===== src/rtl/qed_prog_loader.sv =====
// Program loader: packs a word stream into imem lines, then writes dmem words.
// Define LOADER_CHECKSUM_EN to add exp_sum/sum_err and a running sum of accepted words.
module qed_prog_loader #(
   parameter int unsigned DATA_LEN   = 32,
   parameter int unsigned LINE_WORDS = 4,
   parameter int unsigned IMEM_AW    = 9,
   parameter int unsigned DMEM_AW    = 30,
   parameter int unsigned CNT_W      = 16
) (
   input  logic                           clk,
   input  logic                           reset,
   input  logic                           start,
   input  logic [CNT_W-1:0]               imem_lines,
   input  logic [CNT_W-1:0]               dmem_words,
   input  logic [DATA_LEN-1:0]            in_data,
   input  logic                           in_valid,
   output logic                           in_ready,
   output logic                           imem_we,
   output logic [IMEM_AW-1:0]             imem_addr,
   output logic [LINE_WORDS*DATA_LEN-1:0] imem_wdata,
   output logic                           dmem_we,
   output logic [DMEM_AW-1:0]             dmem_addr,
   output logic [DATA_LEN-1:0]            dmem_wdata,
   output logic                           prog_loading,
   output logic                           done
`ifdef LOADER_CHECKSUM_EN
   ,
   input  logic [DATA_LEN-1:0]            exp_sum,
   output logic                           sum_err
`endif
);

   localparam int unsigned SLOT_W = (LINE_WORDS > 1) ? $clog2(LINE_WORDS) : 1;
   localparam int unsigned LINE_W = LINE_WORDS * DATA_LEN;
   localparam logic [SLOT_W-1:0] SLOT_LAST = SLOT_W'(LINE_WORDS - 1);

   localparam logic [1:0] S_IDLE   = 2'd0;
   localparam logic [1:0] S_LOAD_I = 2'd1;
   localparam logic [1:0] S_LOAD_D = 2'd2;
   localparam logic [1:0] S_DONE   = 2'd3;

   logic [1:0]          state_q, state_d;
   logic [CNT_W-1:0]    lines_left_q, lines_left_d;
   logic [CNT_W-1:0]    words_left_q, words_left_d;
   logic [SLOT_W-1:0]   slot_q, slot_d;
   logic [SLOT_W-1:0]   slot_rev;
   logic [LINE_W-1:0]   pack_q, pack_d;
   logic [IMEM_AW-1:0]  line_ptr_q, line_ptr_d;
   logic [DMEM_AW-1:0]  word_ptr_q, word_ptr_d;
   logic                imem_we_q, imem_we_d;
   logic [IMEM_AW-1:0]  imem_addr_q, imem_addr_d;
   logic [LINE_W-1:0]   imem_wdata_q, imem_wdata_d;
   logic                dmem_we_q, dmem_we_d;
   logic [DMEM_AW-1:0]  dmem_addr_q, dmem_addr_d;
   logic [DATA_LEN-1:0] dmem_wdata_q, dmem_wdata_d;
   logic                accept;
   logic                start_ok;

   // A zero remaining-count inside a LOAD state is a one-cycle drain so that
   // done rises only after the final write strobe has been issued.
   always_comb begin
      in_ready = ((state_q == S_LOAD_I) && (lines_left_q != '0)) ||
                 ((state_q == S_LOAD_D) && (words_left_q != '0));
   end

   always_comb begin
      accept   = in_valid && in_ready;
      start_ok = start && ((state_q == S_IDLE) || (state_q == S_DONE));
      slot_rev = SLOT_LAST - slot_q;
   end

   always_comb begin
      state_d      = state_q;
      lines_left_d = lines_left_q;
      words_left_d = words_left_q;
      slot_d       = slot_q;
      pack_d       = pack_q;
      line_ptr_d   = line_ptr_q;
      word_ptr_d   = word_ptr_q;
      imem_we_d    = 1'b0;
      imem_addr_d  = imem_addr_q;
      imem_wdata_d = imem_wdata_q;
      dmem_we_d    = 1'b0;
      dmem_addr_d  = dmem_addr_q;
      dmem_wdata_d = dmem_wdata_q;

      case (state_q)
         S_IDLE, S_DONE: begin
            if (start) begin
               lines_left_d = imem_lines;
               words_left_d = dmem_words;
               slot_d       = '0;
               pack_d       = '0;
               line_ptr_d   = '0;
               word_ptr_d   = '0;
               imem_addr_d  = '0;
               dmem_addr_d  = '0;
               if (imem_lines != '0) begin
                  state_d = S_LOAD_I;
               end else if (dmem_words != '0) begin
                  state_d = S_LOAD_D;
               end else begin
                  state_d = S_DONE;
               end
            end
         end

         S_LOAD_I: begin
            if (lines_left_q == '0) begin
               state_d = S_DONE;
            end else if (accept) begin
               // First word of a line lands in the most significant slot.
               pack_d[slot_rev*DATA_LEN +: DATA_LEN] = in_data;
               if (slot_q == SLOT_LAST) begin
                  slot_d       = '0;
                  imem_we_d    = 1'b1;
                  imem_addr_d  = line_ptr_q;
                  imem_wdata_d = pack_d;
                  pack_d       = '0;
                  line_ptr_d   = line_ptr_q + IMEM_AW'(1);
                  lines_left_d = lines_left_q - CNT_W'(1);
                  if ((lines_left_q == CNT_W'(1)) && (words_left_q != '0)) begin
                     state_d = S_LOAD_D;
                  end
               end else begin
                  slot_d = slot_q + SLOT_W'(1);
               end
            end
         end

         S_LOAD_D: begin
            if (words_left_q == '0) begin
               state_d = S_DONE;
            end else if (accept) begin
               dmem_we_d    = 1'b1;
               dmem_addr_d  = word_ptr_q;
               dmem_wdata_d = in_data;
               word_ptr_d   = word_ptr_q + DMEM_AW'(1);
               words_left_d = words_left_q - CNT_W'(1);
            end
         end

         default: state_d = S_IDLE;
      endcase
   end

   always_ff @(posedge clk) begin
      if (reset) begin
         state_q      <= S_IDLE;
         lines_left_q <= '0;
         words_left_q <= '0;
         slot_q       <= '0;
         pack_q       <= '0;
         line_ptr_q   <= '0;
         word_ptr_q   <= '0;
         imem_we_q    <= 1'b0;
         imem_addr_q  <= '0;
         imem_wdata_q <= '0;
         dmem_we_q    <= 1'b0;
         dmem_addr_q  <= '0;
         dmem_wdata_q <= '0;
      end else begin
         state_q      <= state_d;
         lines_left_q <= lines_left_d;
         words_left_q <= words_left_d;
         slot_q       <= slot_d;
         pack_q       <= pack_d;
         line_ptr_q   <= line_ptr_d;
         word_ptr_q   <= word_ptr_d;
         imem_we_q    <= imem_we_d;
         imem_addr_q  <= imem_addr_d;
         imem_wdata_q <= imem_wdata_d;
         dmem_we_q    <= dmem_we_d;
         dmem_addr_q  <= dmem_addr_d;
         dmem_wdata_q <= dmem_wdata_d;
      end
   end

   assign imem_we      = imem_we_q;
   assign imem_addr    = imem_addr_q;
   assign imem_wdata   = imem_wdata_q;
   assign dmem_we      = dmem_we_q;
   assign dmem_addr    = dmem_addr_q;
   assign dmem_wdata   = dmem_wdata_q;
   assign prog_loading = (state_q != S_DONE);
   assign done         = (state_q == S_DONE);

`ifdef LOADER_CHECKSUM_EN
   logic [DATA_LEN-1:0] sum_q, sum_d;

   always_comb begin
      sum_d = sum_q;
      if (start_ok) begin
         sum_d = '0;
      end else if (accept) begin
         sum_d = sum_q + in_data;
      end
   end

   always_ff @(posedge clk) begin
      if (reset) begin
         sum_q <= '0;
      end else begin
         sum_q <= sum_d;
      end
   end

   assign sum_err = (state_q == S_DONE) && (sum_q != exp_sum);
`else
   logic unused_start_ok;
   assign unused_start_ok = start_ok;
`endif

endmodule


===== config.mk =====
export PLATFORM = sky130hd
export DESIGN_NAME = qed_prog_loader
export DESIGN_NICKNAME = d
export VERILOG_FILES = /design/src/rtl/qed_prog_loader.sv
export SDC_FILE = /design/constraint.sdc
export NUM_CORES = 1
export LEC_CHECK = 0
export CORE_ASPECT_RATIO = 0.75
export CORE_MARGIN = 3
export CORE_UTILIZATION = 50
export CTS_CLUSTER_DIAMETER = 40
export DETAILED_ROUTE_END_ITERATION = 10
export PLACE_DENSITY_LB_ADDON = 0.3
export SLEW_MARGIN = 20
export SYNTH_ARGS = -nofsm -noshare
export SYNTH_HDL_FRONTEND = slang
export SYNTH_SLANG_ARGS = --single-unit

===== constraint.sdc =====
create_clock -name clk -period 5.7 [get_ports clk]
set_input_delay 1.14 -clock clk [delete_from_list [all_inputs] [get_ports clk]]
set_output_delay 1.14 -clock clk [all_outputs]
set_load 0.01 [all_outputs]

==> flow_summary.toml, run 1 <==
[yosys]
syn_avg_cell_area_um2 = 8.49
ys_seq_elements = 404
synthTopCellsByCount = "dfxtp_1, a21oi_1, nor2_1"
synth_top_area_share_pct = 46.6
synth_fa_ha_area_share_pct = 1.01
syn_nets = 2125
yosys_warnings = 0
yosysSeqAreaShare_pct = 46.6
synth_top_family_by_area = "compound AO/OA/AOI/OAI gates"
synth_most_common_cell = "dfxtp_1"
netlist_area_um2 = 17300
synth_cells = 2043
async_reset_ff_share_pct = 0
yosys-mux-area-fraction_pct = 0.988
synthDistinctLibCells = 69
synth_ff_type = "dfxtp_1"
yosys.area.top_type = "dfxtp_1"
synth-simple-area-share_pct = 22.7
synth_xor_area_share_pct = 0
synth-compound-area-share_pct = 23.4
synth_area_leaders = "dfxtp_1, a21oi_1, a211oi_1"
synth_edf_count = 0

[clock_network]
worstSkewPairLatency_ns = 0.56
clk_pin_slew_worst_paths_ns = 0.06
tritoncts = "built"
ctsLongestPathBuffers = 3
cts.sinks = 404
h-tree-depth = 2
ctsResizeCount = 0
cts_made_buffers = 45
cts_hold_buf = 0
post_cts_buffers = 0
ctsRootBufferMaster = "clkbuf_16"

[finish]
nNetsFinal = 2275
nFillCells = 2812
drive_gt1_share_pct = 5.79
fin_cells = 2680
syn_to_final_growth_pct = 24.8
fin_util_pct = 63.9
fin_area_um2 = 21700

[worst_setup_path]
cp.arrival_ns = 2.71
startpoint_type = "flop"
critPathCaptureType = "primary output"
cp.required_ns = 4.56
criticalPathCategory = "flop to primary output"
crit_path_max_fanout = 5

[run_status]
outcome = "finished clean"

[timing]
fin_crit_sh_pct = 67.5
fin_crit_ns = 3.85
finalMaxSlewViolations = 0
fmax_mhz = 260
fin_skew_ns = 0.0240
finalHoldViolCount = 0
grt_setup_unrepaired = "false"
relSlewSlack_pct = 29.4
tns_ns = 0
setup_violations = 0
tightest_slew_ns = 1.06

[drt]
wl_per_cell_um = 19.7
drt-initial-drc-count = 1405
vias = 16300
ant_nets = 0
wl_um = 52700
drt_first_pass_iters = 5
drcViolationCount = 0
via_per_inst = 6.07

[global_route]
grt_max_degree = 149
grt_pass1_wl_um = 84300
grt_overflow = 0
grt_usage_pct = 27.5
antenna_found_initial = 1
grt_pass1_vias = 15200

[floorplanning]
dieHeight_um = 167
core_area_um2 = 33900
io_pins = 272
dieArea_um2 = 37000
die_x_um = 221
initial_core_util_pct = 51.2
rows = 58

[placement]
place_congestion = 0.913
place_inst = 2596
dp_hpwl_um = 33600
numPortBuffers = 271
dpl_cell_area_um2 = 20100

[job]
max_cap_viol_count = 0

[power]
ir_worst_vdd_uv = 352
power_density_nw_per_um2 = 416
power_leakage_nw = 7.31

[hold_path]
min_path_type = "flop to flop"
==> registers in the layout, indices dropped and copies added (netlist names), 9 cells and up <==
signal	count
pack_q	128
words_left_q	16
imem_wdata	128
line_ptr_q	9
imem_addr	9
dmem_addr	30
lines_left_q	16
word_ptr_q	30
dmem_wdata	32
==> layer usage <==
| layer | global-route usage, % | wire length (um) |
|---|---|---|
| met1 | 40.7 | 24600 |
| met2 | 40.4 | 22400 |
| met3 | 5.33 | 4210 |
| met4 | 8.62 | 1430 |
| met5 | 0 | 0 |
==> cells in the final DEF (no fill, tap or decap), drive strengths merged, types with 4 or more instances in the layout <==
| cell | netlist | final |
|---|---|---|
| o31ai | 76 | 76 |
| nand4 | 47 | 47 |
| nor2 | 170 | 170 |
| o31a | 4 | 4 |
| bufinv | 0 | 4 |
| or3 | 4 | 4 |
| clkinv | 0 | 9 |
| a211oi | 139 | 139 |
| a41o | 5 | 5 |
| o22ai | 5 | 5 |
| nand3b | 4 | 4 |
| dfxtp | 404 | 404 |
| mux2i | 16 | 16 |
| ha | 14 | 14 |
| clkbuf | 119 | 57 |
| nor4 | 20 | 20 |
| nand2 | 149 | 149 |
| or4 | 11 | 11 |
| o32ai | 8 | 8 |
| a31o | 34 | 34 |
| o41ai | 5 | 5 |
| a31oi | 13 | 13 |
| clkdlybuf4s50 | 0 | 270 |
| buf | 73 | 24 |
| clkinvlp | 0 | 6 |
| inv | 19 | 27 |
| a21oi | 244 | 244 |
| a41oi | 4 | 4 |
| o21ai | 62 | 62 |
| and3 | 42 | 42 |
| and4 | 4 | 4 |
| nand2b | 18 | 18 |
| nor2b | 142 | 142 |
| o311ai | 11 | 11 |
| nand3 | 96 | 96 |
| nor3 | 49 | 49 |
==> path summary, 6_finish.rpt <==
path	startpoint	to	slack [ns]	cells after the start
worst max-delay path	lines_left_q[0]$_SDFFE_PP0P_	in_ready	1.85	6
worst min-delay path	dmem_wdata[23]$_SDFFE_PP0P_	dmem_wdata[23]$_SDFFE_PP0P_	0.45	2
worst max register to register	lines_left_q[0]$_SDFFE_PP0P_	pack_q[63]$_SDFFE_PP0P_	2.36	8
worst min register to register	dmem_wdata[23]$_SDFFE_PP0P_	dmem_wdata[23]$_SDFFE_PP0P_	0.45	2
==> area by class of cell <==
type | count | area, um^2 | area share (%)
multi-input cells | 1428 | 8420 | 38.9
flip-flops and latches | 404 | 8090 | 37.4
repair buffers | 295 | 2940 | 13.6
clock buffers | 56 | 1260 | 5.81
well taps | 450 | 563 | 2.60
clock inverters | 27 | 305 | 1.41
inverters | 19 | 76.3 | 0.352
diodes | 1 | 2.50 | 0.0116
==> stage by stage <==
| stage | hold WS (ns) | setup WS, ns | power [W] |
|---|---|---|---|
| 6_report | 0.453 | 1.85 | 0.00900 |
| 3_3_place_gp | 0.442 | 1.77 | 0.00590 |
| 3_5_place_dp | 0.447 | 1.70 | 0.00599 |
| 5_1_grt | 0.473 | 1.78 | 0.00947 |
| 4_1_cts | 0.455 | 1.85 | 0.00899 |
| 2_1_floorplan | 0.438 | 2.84 | 0.00536 |
==> cells by family after synthesis <==
group,count (synthesis)
AND/OR/NAND/NOR,770
AO/OA/AOI/OAI,627
flip-flops,404
buffers and inverters,211
multiplexers,17
adder cells (fa/ha/maj),14
==> power by group <==
part | internal (W) | switching [W] | total [W]
Clock | 0.00178 | 0.00123 | 0.00301
Combinational | 0.000735 | 0.00210 | 0.00283
Sequential | 0.00299 | 0.000170 | 0.00316
==> critical path, stage by stage, from the launching register on <==
cell             delay (ns)
dfxtp_1                0.35
inv_1                  0.11
ha_1                   0.22
or3b_1                 0.48
o41ai_4                0.41
nand2_1                0.10
clkdlybuf4s50_1        0.49
No activity file was read; power rests on OpenSTA's default activity.
==> run 2: changes to the inputs <==
--- a/config.mk
+++ b/config.mk
@@ -7,7 +7,7 @@
 export LEC_CHECK = 0
 export CORE_ASPECT_RATIO = 0.75
 export CORE_MARGIN = 3
-export CORE_UTILIZATION = 50
+export CORE_UTILIZATION = 49
 export CTS_CLUSTER_DIAMETER = 40
 export DETAILED_ROUTE_END_ITERATION = 10
 export PLACE_DENSITY_LB_ADDON = 0.3
==> constraint.sdc (replaced) <==
create_clock -name clk -period 3.5 [get_ports clk]
set_input_delay 0.7 -clock clk [delete_from_list [all_inputs] [get_ports clk]]
set_output_delay 0.7 -clock clk [all_outputs]
set_load 0.01 [all_outputs]
==> flow_summary.toml, run 2 (same netlist as run 1, synthesis figures left out) <==
[floorplanning]
rows = 59
die_x_um = 223
initial_core_util_pct = 49.9
io_pins = 272
dieHeight_um = 169
dieArea_um2 = 37700
core_area_um2 = 34800

[timing]
relSlewSlack_pct = 25.2
fmax_mhz = 298
fin_crit_sh_pct = 96.0
fin_skew_ns = 0.0322
grt_setup_unrepaired = "false"
setup_violations = 0
tns_ns = 0
tightest_slew_ns = 1.12
fin_crit_ns = 3.36
finalMaxSlewViolations = 0
finalHoldViolCount = 0

[finish]
layout_common_cells = "dfxtp_1, clkdlybuf4s50_1, a21oi_1, nor2_1, nand2_1"
drive_gt1_share_pct = 6.29
multi_input_area_um2 = 8420
n_antenna_cell = 0
final_common_cell = "dfxtp_1"
fin_util_pct = 62.7
fin_area_um2 = 21800
seq_area_um2 = 8090
syn_to_final_growth_pct = 25.7
nFillCells = 2957
nNetsFinal = 2288

[clock_network]
ctsResizeCount = 0
ctsRootBufferMaster = "clkbuf_16"
cts_hold_buf = 0
cts_made_buffers = 45
worstSkewPairLatency_ns = 0.57
ctsLongestPathBuffers = 3
h-tree-depth = 2
tritoncts = "built"
clk_pin_slew_worst_paths_ns = 0.05
post_cts_buffers = 0
cts.sinks = 404

[worst_setup_path]
r2r_slack_ns = 0.54
cp.required_ns = 2.80
rr_worst_depth = 6
startpoint_type = "flop"
cp.arrival_ns = 2.66
criticalPathCategory = "flop to primary output"
r2r-end = "lines_left_q[15]$_SDFFE_PP0P_"
crit_path_max_fanout = 5
critPathCaptureType = "primary output"
reg2reg_from = "lines_left_q[12]$_SDFFE_PP0P_"

[power]
power_leakage_nw = 7.39
power_density_nw_per_um2 = 681
ir_worst_vdd_uv = 925

[drt]
ant_nets = 0
wl_per_cell_um = 20.3
wl_um = 54700
drt_first_pass_iters = 5
drcViolationCount = 0
via_per_inst = 6.12
drt-initial-drc-count = 1723
vias = 16500

[hold_path]
hold_path_end = "dmem_wdata[31]$_SDFFE_PP0P_"
min_from = "dmem_wdata[31]$_SDFFE_PP0P_"
min_path_cells = 2
min_path_type = "flop to flop"

[global_route]
grt_max_degree = 159
grt_overflow = 0
grt_pass1_vias = 15500
grt_pass1_wl_um = 85700
antenna_found_initial = 1
grt_usage_pct = 27.7

[placement]
dpl_cell_area_um2 = 20200
place_congestion = 0.899
numPortBuffers = 271
dp_hpwl_um = 34900

[job]
max_cap_viol_count = 0

[run_status]
outcome = "finished clean"
run 2: where the power goes:
| part | internal, W | total (W) | switching (W) |
|---|---|---|---|
| Sequential | 0.00487 | 0.00514 | 0.000273 |
| Combinational | 0.00133 | 0.00479 | 0.00347 |
| Clock | 0.00287 | 0.00491 | 0.00203 |
run 2: routing by layer:
metal	GRT usage [%]	share of wire (%)	vias up
met5	0	0	-
met4	8.26	2.6	0
met3	7.13	9.1	109
met2	41.1	43	659
met1	39.7	45	7992
li1	-	-	7756
run 2: how the worst max path moves through the flow:
stage,startpoint,end,slack [ns],cells after the start
floorplan,state_q[0]$_SDFFE_PP0P_,in_ready,1.08,7
global placement,in_valid,pack_q[46]$_SDFFE_PP0P_,0.57,7
detailed placement,in_valid,imem_wdata[103]$_SDFFE_PP0P_,0.50,8
CTS,lines_left_q[0]$_SDFFE_PP0P_,in_ready,0.13,6
global route,lines_left_q[0]$_SDFFE_PP0P_,in_ready,0.009,6
finish,lines_left_q[0]$_SDFFE_PP0P_,in_ready,0.14,6
run 2: critical path: stages (launching register included):
cell and delay (ns):
dfxtp_1 0.34, inv_1 0.10, ha_1 0.21, or3b_1 0.48
o41ai_4 0.38, nand2_1 0.11, clkdlybuf4s50_1 0.49
run 2: final cells by class:
type	instances	share of cell area, %
Multi-Input combinational cell	1428	38.6
Sequential cell	404	37.1
Tap cell	457	2.62
Inverter	19	0.339
Clock inverter	28	1.43
Timing Repair Buffer	308	14.2
Clock buffer	55	5.71
run 2: metrics by stage:
step	hold WS (ns)	total power (W)	std cells	setup WS [ns]
2_1_floorplan	0.438	0.00874	2043	1.08
3_3_place_gp	0.442	0.00979	2616	0.571
3_5_place_dp	0.447	0.00991	2616	0.505
4_1_cts	0.456	0.0148	2699	0.129
5_1_grt	0.473	0.0156	2699	0.00894
6_report	0.455	0.0148	2699	0.141
==> run 3: changes to the inputs <==
--- a/config.mk
+++ b/config.mk
@@ -5,9 +5,10 @@
 export SDC_FILE = /design/constraint.sdc
 export NUM_CORES = 1
 export LEC_CHECK = 0
+export ABC_AREA = 1
 export CORE_ASPECT_RATIO = 0.75
 export CORE_MARGIN = 3
-export CORE_UTILIZATION = 49
+export CORE_UTILIZATION = 50
 export CTS_CLUSTER_DIAMETER = 40
 export DETAILED_ROUTE_END_ITERATION = 10
 export PLACE_DENSITY_LB_ADDON = 0.3
==> flow_summary.toml, run 3 <==
[run_status]
outcome = "finished clean"

[yosys]
synthTopCellsByCount = "nand2_1, dfxtp_1, nor2_1"
yosysSeqAreaShare_pct = 41.0
async_reset_ff_share_pct = 0
syn_avg_cell_area_um2 = 6.58
yosys_warnings = 0
synth_edf_count = 0
netlist_area_um2 = 19700
synth_area_leaders = "dfxtp_1, nand2_1, nand3_1"
yosys.area.top_type = "dfxtp_1"
synth_top_area_share_pct = 41.0
syn_nets = 3079
synth_cells = 2997
ys_seq_elements = 404
synth_ff_type = "dfxtp_1"
synth_most_common_cell = "nand2_1"
synthDistinctLibCells = 37

[finish]
nNetsFinal = 3209
nFillCells = 3507
fin_area_um2 = 24100
final_common_cell = "nand2_1"
drive_gt1_share_pct = 4.77
syn_to_final_growth_pct = 22.2
layout_common_cells = "nand2_1, dfxtp_1, nor2_1, nand3_1, a21oi_1"

[drt]
via_per_inst = 5.62
wl_um = 63600
met1_length_um = 28700
wl_met2_um = 27100
vias = 20700
wl_per_cell_um = 17.3
ant_nets = 0
dr_wl_met3_um = 5760
drcViolationCount = 0
drt-initial-drc-count = 2574
drt_first_pass_iters = 6
top_layer_used = "met4"

[timing]
grt_setup_unrepaired = "false"
tightest_slew_ns = 1.02
finalMaxSlewViolations = 0
fin_crit_sh_pct = 89.7
fin_skew_ns = 0.0158
tns_ns = 0
fin_crit_ns = 3.14
setup_violations = 0
fmax_mhz = 318
finalHoldViolCount = 0
relSlewSlack_pct = 32.1

[clock_network]
cts.sinks = 404
ctsRootBufferMaster = "clkbuf_16"
h-tree-depth = 2
cts_made_buffers = 47
tritoncts = "built"
worstSkewPairLatency_ns = 0.56
ctsResizeCount = 0
ctsLongestPathBuffers = 3
post_cts_buffers = 0
cts_hold_buf = 0
clk_pin_slew_worst_paths_ns = 0.06

[floorplanning]
initial_core_util_pct = 51.0
die_x_um = 235
rows = 62
io_pins = 272
dieHeight_um = 178
dieArea_um2 = 41900
core_area_um2 = 38600

[hold_path]
min_path_type = "flop to flop"

[worst_setup_path]
critPathCaptureType = "primary output"
crit_path_max_fanout = 5
startpoint_type = "flop"
criticalPathCategory = "flop to primary output"
cp.required_ns = 2.80
cp.arrival_ns = 2.44

[power]
power_leakage_nw = 8.92
ir_worst_vdd_uv = 644
power_density_nw_per_um2 = 865

[placement]
place_congestion = 0.914
numPortBuffers = 271
dp_hpwl_um = 41200
dpl_cell_area_um2 = 22400

[global_route]
grt_max_degree = 186
grt_usage_pct = 29.2
grt_pass1_vias = 19200
grt_overflow = 0
antenna_found_initial = 1
grt_pass1_wl_um = 102000

[job]
max_cap_viol_count = 0
[run 3: changes by cell type after synthesis, moves of 45 or more]
cell	change
a211oi_1	-137
a21oi_1	+66
inv_1	+127
nand2_1	+718
nand3_1	+229
nor2_1	+229
nor2b_1	-142
o21ai_0	+122
o21ai_1	-45
[run 3: kinds of logic after synthesis]
logic type | count (synthesis) | share of synthesized area, %
AND/OR/NAND/NOR | 1642 | 34.3
XOR/XNOR | 18 | 0.800
adder cells (fa/ha/maj) | 14 | 0.888
AO/OA/AOI/OAI | 539 | 14.7
buffers and inverters | 376 | 8.10
flip-flops | 404 | 41.0
multiplexers | 4 | 0.203
[run 3: per-stage QoR]
stage                     worst slack (ns)  util (%)  power, W  hold slack, ns  cells
final                                0.360      62.4    0.0208           0.443   3678
after global placement               0.436      58.1    0.0151           0.431   3590
after detailed placement             0.380      58.1    0.0154           0.434   3590
after floorplan                       1.03         -    0.0130           0.425   2997
after global routing                 0.257      62.4    0.0223           0.459   3678
after CTS                            0.369      62.4    0.0207           0.444   3677
[run 3: path summary, 6_finish.rpt]
kind / start / endpoint / slack (ns) / depth (start not counted)
min: pack_q[12]$_SDFFE_PP0P_ / pack_q[12]$_SDFFE_PP0P_ / 0.44 / 2
max reg2reg: slot_q[1]$_SDFFE_PP0P_ / pack_q[72]$_SDFFE_PP0P_ / 0.53 / 10
max: words_left_q[0]$_SDFFE_PP0P_ / in_ready / 0.36 / 8
min reg2reg: pack_q[12]$_SDFFE_PP0P_ / pack_q[12]$_SDFFE_PP0P_ / 0.44 / 2
[run 3: critical path, cell delays in order, from the launching register on]
cell and delay [ns]:
dfxtp_1 0.40, inv_1 0.10, ha_1 0.25, nand2_1 0.08, nor2_1 0.04, nand2_1 0.16
nand2_1 0.15, nand2_4 0.13, clkdlybuf4s50_1 0.58
[run 3: final cells by class]
cell class	count	area [um^2]	area share, %
Antenna cell	1	2.50	0.0104
Clock buffer	58	1270	5.26
Clock inverter	29	397	1.65
Inverter	154	586	2.43
Multi-Input combinational cell	2217	10100	41.8
Sequential cell	404	8090	33.6
Tap cell	512	641	2.66
Timing Repair Buffer	303	3040	12.6
[run 3: report_power, final]
| part | internal, W | switching [W] |
|---|---|---|
| registers | 0.00563 | 0.000681 |
| clock network | 0.00315 | 0.00211 |
| logic | 0.00294 | 0.00632 |
| total | 0.0117 | 0.00911 |
[run 3: metal layers]
metal,up-vias,track usage [%]
met5,-,0
met4,0,9.93
met3,151,4.30
met2,985,43.8
met1,9571,42.9
li1,9969,-
